==> src/rtl/multi_runtime_cnt.sv <==
// multi_runtime_cnt: NUM_CH independent run-time counters.
// Each channel latches its terminal count on start, counts 0..work_time while
// busy, then pulses done for one cycle. A channel can be aborted at any time.
// Optional busy-cycle statistics are enabled by defining RUNTIME_CNT_STAT_EN;
// without it busy_cycles is tied to zero and stat_clr is unused.
module multi_runtime_cnt #(
    parameter int NUM_CH = 4,
    parameter int CNT_W  = 16,
    parameter int STAT_W = 32
) (
    input  logic                      clk,
    input  logic                      rst,
    input  logic [NUM_CH-1:0]         enable,
    input  logic [NUM_CH-1:0]         abort,
    input  logic [NUM_CH*CNT_W-1:0]   work_time,
    input  logic                      stat_clr,
    output logic [NUM_CH-1:0]         busy,
    output logic [NUM_CH-1:0]         done,
    output logic [NUM_CH*CNT_W-1:0]   ctr_cnt,
    output logic                      all_idle,
    output logic [STAT_W-1:0]         busy_cycles
);

    typedef enum logic {
        S_IDLE = 1'b0,
        S_RUN  = 1'b1
    } state_t;

    // Next-state busy bits of every channel, used to keep all_idle aligned with busy
    logic [NUM_CH-1:0] w_busy_next;
    logic              r_all_idle;

    genvar gi;
    generate
        for (gi = 0; gi < NUM_CH; gi++) begin : g_ch
            state_t           r_state;
            logic [CNT_W-1:0] r_cnt;
            logic [CNT_W-1:0] r_wt;
            logic             r_done;
            logic             w_start;
            logic             w_term;

            assign w_start = enable[gi] & ~abort[gi];
            assign w_term  = (r_cnt == r_wt);

            // Abort wins over completion; enable only matters while idle
            assign w_busy_next[gi] = ~rst & ((r_state == S_RUN) ? ~(abort[gi] | w_term)
                                                                : w_start);

            // Per-channel IDLE/RUN state machine with registered count and done pulse
            always_ff @(posedge clk) begin
                if (rst) begin
                    r_state <= S_IDLE;
                    r_cnt   <= '0;
                    r_wt    <= '0;
                    r_done  <= 1'b0;
                end else begin
                    case (r_state)
                        S_IDLE: begin
                            r_cnt  <= '0;
                            r_done <= 1'b0;
                            if (w_start) begin
                                r_state <= S_RUN;
                                r_wt    <= work_time[gi*CNT_W +: CNT_W];
                            end
                        end
                        S_RUN: begin
                            if (abort[gi]) begin
                                r_state <= S_IDLE;
                                r_cnt   <= '0;
                                r_done  <= 1'b0;
                            end else if (w_term) begin
                                r_state <= S_IDLE;
                                r_cnt   <= '0;
                                r_done  <= 1'b1;
                            end else begin
                                r_cnt   <= r_cnt + 1'b1;
                                r_done  <= 1'b0;
                            end
                        end
                        default: begin
                            r_state <= S_IDLE;
                            r_cnt   <= '0;
                            r_done  <= 1'b0;
                        end
                    endcase
                end
            end

            assign busy[gi]                      = (r_state == S_RUN);
            assign done[gi]                      = r_done;
            assign ctr_cnt[gi*CNT_W +: CNT_W]    = r_cnt;
        end
    endgenerate

    // all_idle tracks the NOR of the next busy bits so it changes with busy
    always_ff @(posedge clk) begin
        if (rst) begin
            r_all_idle <= 1'b1;
        end else begin
            r_all_idle <= ~|w_busy_next;
        end
    end

    assign all_idle = r_all_idle;

`ifdef RUNTIME_CNT_STAT_EN
    localparam int POP_W = $clog2(NUM_CH + 1);
    localparam int SUM_W = ((STAT_W > POP_W) ? STAT_W : POP_W) + 1;

    logic [STAT_W-1:0] r_busy_cycles;
    logic [POP_W-1:0]  w_popcnt;
    logic [SUM_W-1:0]  w_sum;
    logic [SUM_W-1:0]  w_max;

    // Number of channels busy this cycle
    always_comb begin
        w_popcnt = '0;
        for (int i = 0; i < NUM_CH; i++) begin
            w_popcnt = w_popcnt + POP_W'(busy[i]);
        end
    end

    assign w_sum = SUM_W'(r_busy_cycles) + SUM_W'(w_popcnt);
    assign w_max = SUM_W'({STAT_W{1'b1}});

    // Saturating busy-cycle accumulator; a clear discards this cycle's increment
    always_ff @(posedge clk) begin
        if (rst || stat_clr) begin
            r_busy_cycles <= '0;
        end else if (w_sum > w_max) begin
            r_busy_cycles <= '1;
        end else begin
            r_busy_cycles <= w_sum[STAT_W-1:0];
        end
    end

    assign busy_cycles = r_busy_cycles;
`else
    logic w_unused_stat_clr;
    assign w_unused_stat_clr = stat_clr;
    assign busy_cycles       = '0;
`endif

endmodule

==> config.mk <==
export PLATFORM = sky130hd
export DESIGN_NAME = multi_runtime_cnt
export DESIGN_NICKNAME = d
export VERILOG_FILES = /design/src/rtl/multi_runtime_cnt.sv
export SDC_FILE = /design/constraint.sdc
export NUM_CORES = 1
export LEC_CHECK = 0
export CAP_MARGIN = 5
export CORE_MARGIN = 1.5
export CORE_UTILIZATION = 38
export DETAILED_ROUTE_END_ITERATION = 7
export PLACE_DENSITY = 0.79
export REMOVE_ABC_BUFFERS = 1
export SYNTH_ARGS = -nofsm -noshare
export SYNTH_HDL_FRONTEND = slang
export SYNTH_SLANG_ARGS = --single-unit
==> constraint.sdc <==
create_clock -name clk -period 2.05 [get_ports clk]
set_input_delay 0.615 -clock clk [delete_from_list [all_inputs] [get_ports clk]]
set_output_delay 0.615 -clock clk [all_outputs]
set_load 0.03 [all_outputs]
==> Word-level counts from Yosys, hierarchy flattened <==
Index checks and enable logic that the tools add are counted.
{ "classes": {"add_sub_neg": 4, "n_eq_ne": 4, "mux": 44, "bitwise_logic": 25, "reduce_logical": 6} }
{ "ops": {"columns": ["op", "count"], "rows": [
  ["$mux 16", 8],
  ["$pmux 16 s2", 4],
  ["$add 16x1->16 const B", 4],
  ["$eq 16x16->1", 4],
  ["$mux 1", 24],
  ["$pmux 1 s2", 8],
  ["$not 1->1", 13],
  ["$and 1x1->1", 8],
  ["$reduce_and 2->1", 4],
  ["$or 1x1->1", 4],
  ["$reduce_or 4->1", 1],
  ["$logic_not 1->1", 1]
]} }
{ "totals": {"regBits": 137, "input_bits": 75, "word_cells": 100} }

==> Depth between registers and ports, before layout <==
Gate-level depths: netlist of the first run.
{ "logic_depth": {"depth_word": 7, "depth_mapped": 7} }

==> Worst setup path before layout of the first run <==
No wires, ideal clock.
{ "synth_timing": {"path_type": "register to register", "start": "register g_ch[3].r_cnt[0]", "end": "register g_ch[3].r_cnt[14]", "setup_time_ps": 115, "t_arrival_ps": 1621, "required_ps": 1935, "path_slack_ps": 314, "stages_incl_launch_ff": 7, "n_path_buf": 0, "synth_period_minus_slack_ps": 1736, "cell_sequence": "dfxtp_1 ha_1 nand2_1 or4_4 nor2_2 xnor2_1 nor2_2"} }
{ "synth_between": {"elab_chain_len": 4, "word_cells_on_any_way": 5, "classes_between": "1 x add/sub; 1 x eq/ne; 3 x mux"} }
{ "synth_lines": {"columns": ["item", "line", "rtl"], "rows": [
  ["start, declared", "37", "logic [CNT_W-1:0] r_cnt;"],
  ["start signal, assigned", "77", "r_cnt <= r_cnt + 1'b1;"],
  ["$add 16x1->16 / $eq 16x16->1 (equally long branches)", "77, 44", null],
  ["$mux 16 (*)", "72", "end else if (w_term) begin"],
  ["$mux 16 (*)", "68", "if (abort[gi]) begin"],
  ["$pmux 16 s2 (*)", "58", "case (r_state)"]
]} }
Every way passes the cells marked *; elsewhere a longest branch is shown, timed or not.
A chain may end at the register's enable or synchronous reset.

==> Worst setup path in the final report of the first run <==
{ "layout_timing": {"start": "register g_ch[2].r_cnt[6]", "end": "output port ctr_cnt[38]"} }
{ "layout_lines": {"columns": ["item", "line", "rtl"], "rows": [
  ["start, declared", "37", null],
  ["start signal, assigned", "77", null],
  ["end, declared", "19", "output logic [NUM_CH*CNT_W-1:0] ctr_cnt,"]
]} }
No word-level cell between the ends.

==> out/metrics.cfg, run 1 <==
[job]
max-cap-violations = 0

[synth]
synth_top_area_cell = dfxtp_1
synth_async_sr_flop_share_pct = 0
synth_edf_count = 0
ys_ff_latch = 137
synthCells = 726
synthTopCellsByArea = dfxtp_1 45%, xor2_1 13%, nand2_1 9.6%, a21oi_1 5.3%, buf_4 4.9%
yosysUniqueCellTypes = 31
synth_top_area_share_pct = 44.82
synthFlopType = dfxtp_1
ys_warn_count = 0
ys_seq_area_share_pct = 44.82
synth.avg_cell_area_um2 = 8.429
netlist_area_um2 = 6120

[routing]
drc_errors = 0
dr.pass1.iters = 4
via_per_inst = 4.668
finalWirelength_mm = 14.28
num_vias = 5223
drtIter0Drc = 209
drt.antenna.violating_nets = 0
wire_per_inst_um = 12.76

[sta]
tns_ns = 0
fmax_ghz = 0.5119
min_period_over_period_pct = 95.29
fin_skew_ns = 0.01082
tightest_slew_ns = 0.5121
setup-violations-final = 0
period_minus_slack_ns = 1.953
finalMaxSlewViolations = 0
rsz0062_at_grt = no
finalHoldViolations = 0
slew_headroom_pct = 65.55

[placement]
dp_hpwl_mm = 10.57
place_congestion = 0.8113
portBuffers = 146

[die]
die_height_um = 129.9
core_um2 = 15830
io_pins = 180
dieArea_um2 = 16870
rows = 46
initial_core_util_pct = 38.66
dieWidth_um = 129.9

[clocking]
postCtsHoldBufs = 0
clockBufferDepth = 2
clk_latency_ns = 0.42
cts_buffers = 17
cts_root_buffer = clkbuf_16
cts_tree = done
htreeDepth = 4
clkSlewWorstSetupHoldPaths_ns = 0.06
clock_sinks = 137

[critical_path]
required_ns = 1.43
slowest_delay_ns = 0.49
slowest_stage = dfxtp_1
critical_path.cell_chain = dlygate4sd2_1
path_buf_inv = 1
endpoint_kind = primary output
critPathKind = flop to primary output
cpLargestDelayFamily = flip-flops
critPathMaxFanout = 7
crit_path_start_kind = flop
crit_arrival_ns = 1.34

[cells_and_area]
synthToLayoutAreaGrowth_pct = 37.54
antenna_cells = 0
layout-drive-gt1-share_pct = 8.306
fin_nets = 969
final_common_cell = nand2_1
layout_common_cells = 156 x nand2_1, 137 x dfxtp_1, 90 x xor2_1
fin_util_pct = 53.18

[power_and_ir_drop]
worst_ir_drop_vdd_uv = 582.4
power_density_nw_per_um2 = 795.9
power.leakage_uw = 0.003808

[worst_hold_path]
hp-class = flop to flop

[global_route]
grt_usage_pct = 17.19
grt_pass1_wl_mm = 22.78
grt_pass1_vias = 4649
grt_max_degree = 30
overflow = 0
antenna_found_initial = 0

[outcome]
status = complete, no violations

## what timing repair did
action | 4_1_cts | 5_1_grt
resized for setup | 68 | 6
pin swaps | 0 | 0
buffers inserted | 0 | 0
setup endpoints to repair | 68 | 20
## kinds of logic (layout without fill, tap and decap cells)
| logic type | Yosys count | after routing | share of synthesized area, % |
|---|---|---|---|
| buf+inv | 69 | 215 | 6.870 |
| compound gates | 69 | 69 | 5.888 |
| xor+xnor | 119 | 119 | 17.03 |
| other cells | 1 | 32 | 0.06128 |
| fa+ha+maj | 4 | 4 | 0.8179 |
| simple gates | 327 | 327 | 24.51 |
| flops | 137 | 137 | 44.82 |
## layer usage
metal | track usage (%) | vias to the layer above | share of wire (%)
met2 | 28.07 | 118 | 48
met4 | 6.928 | 0 | 1.6
met3 | 3.813 | 18 | 4.1
li1 | - | 2632 | -
met5 | 0 | - | 0
met1 | 22.08 | 2455 | 46
## state kept, by name, indices dropped and copies added, names as in the netlist
register / count
all_idle: 1
g_ch.r_wt: 64
g_ch.r_done: 4
g_ch.r_cnt: 64
g_ch.r_state: 4
## area by class of cell
class,count,area (um^2)
Fill cell,1487,7411
Multi-Input combinational cell,551,3075
Sequential cell,137,2743
Timing Repair Buffer,179,1669
Clock buffer,21,450.4
Tap cell,216,270.3
Clock inverter,11,193.9
Inverter,4,15.01
## synthesized netlist by cell type (all sizes together), types with 8 or more instances
| library cell | instances |
|---|---|
| a21oi | 65 |
| and3 | 12 |
| buf | 48 |
| clkbuf | 17 |
| dfxtp | 137 |
| nand2 | 157 |
| nand3 | 23 |
| nand4 | 10 |
| nor2 | 73 |
| nor3 | 8 |
| nor4 | 20 |
| xnor2 | 29 |
| xor2 | 90 |
## worst paths after layout
kind | start | end | slack, ns | cells after the start
max | g_ch[2].r_cnt[6] | ctr_cnt[38] | 0.1 | 1
min | g_ch[1].r_wt[3] | g_ch[1].r_wt[3] | 0.46 | 2
max reg2reg | g_ch[3].r_cnt[6] | g_ch[3].r_cnt[8] | 0.15 | 6
min reg2reg | g_ch[1].r_wt[3] | g_ch[1].r_wt[3] | 0.46 | 2
## where the power goes
part | switching, uW | internal [uW] | total, uW | leakage, uW
Clock | 1150 | 2190 | 3350 | 0.000312
Sequential | 48.6 | 2730 | 2780 | 0.00111
Combinational | 311 | 258 | 569 | 0.00239
Total | 1510 | 5190 | 6700 | 0.00381
## stage by stage
stage | hold WS [ns] | area [um^2] | setup WS [ns] | instances | power (uW)
CTS | 0.4668 | 8402 | 0.0001298 | 1119 | 6753
detailed placement | 0.4588 | 7843 | -0.1480 | 1087 | 3419
global placement | 0.4545 | 7843 | -0.03724 | 1087 | 3412
floorplan | 0.4420 | 5831 | 0.3015 | 692 | 3124
global route | 0.4795 | 8417 | 0.01292 | 1119 | 6941
finish | 0.4642 | 8417 | 0.09664 | 1119 | 6699
(Power assumes the default switching activity.)
==> run 2: changes to the inputs <==
Settings changed: PLACE_DENSITY 0.79 to 0.72.
==> run 2 against run 1 <==
Against the previous run:
- cell count increased by 1.3%
- sequential share of layout area decreased by 0.25 points
- largest power group unchanged
- design area increased by 0.77%
- first-iteration DRC count decreased by 4.8%
- largest cell class unchanged
- sequential power about the same
- hold slack about the same
- die area unchanged
- combinational power increased by 2%
- routed wire length increased by 0.23%
==> out/metrics.cfg, run 2 (same netlist as run 1, synthesis figures left out) <==
[job]
max-cap-violations = 0

[die]
io_pins = 180
die_height_um = 129.9
initial_core_util_pct = 38.66
core_um2 = 15830
dieArea_um2 = 16870
rows = 46
dieWidth_um = 129.9

[power_and_ir_drop]
combPwrFrac_pct = 9.1
seqPwrFrac_pct = 43.5
worst_ir_drop_vdd_uv = 523.1
power.internal_uw = 4933
power_density_nw_per_um2 = 754.0
p_sw_uw = 1462
swShare_pct = 22.86
power.leakage_uw = 0.003866
clock_power_share_pct = 47.4

[critical_path]
critPathKind = flop to primary output
slowest_delay_ns = 0.68
required_ns = 1.43
critPathMaxFanout = 1
crit_path_start_kind = flop
endpoint_kind = primary output
slowest_stage = clkdlybuf4s50_1
crit_arrival_ns = 1.39
path_buf_inv = 1
cpLargestDelayFamily = buffers and inverters
critical_path.cell_chain = clkdlybuf4s50_1

[clocking]
htreeDepth = 4
clk_latency_ns = 0.41
cts_setup_buffers = 0
clock_sinks = 137
cts_root_buffer = clkbuf_16
cts_buffers = 17
clkSlewWorstSetupHoldPaths_ns = 0.06
clockBufferDepth = 2
cts_tree = done

[cells_and_area]
reg_top3 = g_ch.r_cnt (64), g_ch.r_wt (64)
layout-drive-gt1-share_pct = 10.02
synthToLayoutAreaGrowth_pct = 38.60
fin_cells = 1134
final_common_cell = nand2_1
layout_common_cells = 157 x nand2_1, 137 x dfxtp_1, 90 x xor2_1
antenna_cells = 0
fin_nets = 986

[global_route]
grt_max_degree = 27
grt_usage_pct = 17.31
grt_pass1_wl_mm = 22.75
grt_pass1_vias = 4740
antenna_found_initial = 0
overflow = 0

[sta]
finalMaxSlewViolations = 0
tns_ns = 0
period_minus_slack_ns = 2.004
fin_skew_ns = 0.007064
setup-violations-final = 0
finalHoldViolations = 0
fmax_ghz = 0.4991
min_period_over_period_pct = 97.74
rsz0062_at_grt = no

[routing]
drt.antenna.violating_nets = 0
num_vias = 5201
finalWirelength_mm = 14.31
dr.pass1.iters = 4
via_per_inst = 4.586
drc_errors = 0
wire_per_inst_um = 12.62
drtIter0Drc = 199

[placement]
dp_hpwl_mm = 10.78
dp.cells = 1104
place_congestion = 0.8236
portBuffers = 146

[worst_hold_path]
hp-class = flop to flop

[outcome]
status = complete, no violations

[run 2: changes by cell type in the layout (fill, tap and decap cells not counted), sizes merged]
cell | before | now
buf | 34 | 51
clkbuf | 21 | 23
inv | 5 | 4
dlygate4sd2 | 68 | 67
bufinv | 5 | 2
clkdlybuf4s50 | 72 | 73
[run 2: metal layers]
layer	up-vias	global-route usage, %	wire length, um
met5	-	0	0
li1	2667	-	-
met3	18	3.608	613
met4	0	6.667	225
met1	2390	22.26	6712
met2	126	28.54	6756
[run 2: power groups by stage]
| stage | Combinational [uW] | Clock (uW) | Sequential [uW] |
|---|---|---|---|
| 3_3_place_gp | 583 | 0 | 2840 |
| 3_5_place_dp | 587 | 0 | 2840 |
| 4_1_cts | 584 | 3110 | 2780 |
| 6_report | 581 | 3030 | 2780 |
| 5_1_grt | 638 | 3220 | 2790 |
| 2_1_floorplan | 272 | 0 | 2850 |
[run 2: stage by stage]
| step | worst slack [ns] | utilization (%) | power [uW] | hold WS (ns) | instance area [um^2] |
|---|---|---|---|---|---|
| 2_1_floorplan | 0.3015 | - | 3124 | 0.4420 | 5831 |
| 6_report | 0.04643 | 53.59 | 6396 | 0.4643 | 8482 |
| 3_5_place_dp | 0.1209 | 50.28 | 3426 | 0.4595 | 7958 |
| 4_1_cts | 0.002205 | 53.47 | 6470 | 0.4670 | 8463 |
| 3_3_place_gp | 0.1624 | 50.28 | 3419 | 0.4546 | 7958 |
| 5_1_grt | 0.01008 | 53.59 | 6647 | 0.4832 | 8482 |
[run 2: path summary, 6_finish.rpt]
check                         start               to  slack, ns  cells after the start
setup / recovery     g_ch[3].r_done          done[3]       0.05                      1
hold / removal      g_ch[1].r_wt[6]  g_ch[1].r_wt[6]       0.46                      2
setup reg to reg  g_ch[1].r_cnt[12]         all_idle       0.27                      6
hold reg to reg     g_ch[1].r_wt[6]  g_ch[1].r_wt[6]       0.46                      2
[run 2: timing repair]
item	CTS	global route
pin swaps	0	0
gates cloned	0	0
gates resized for setup	67	6
hold buffers	0	0
setup endpoints to repair	67	6
[run 2: area by class of cell]
type                       instances  area, um^2
tap                              216       270.3
clock buffer                      23       498.0
inverter                           4       15.01
sequential                       137        2743
timing repair buffer             196        1785
clock inverter                     7       91.34
multi-input combinational        551        3079
fill                            1503        7346
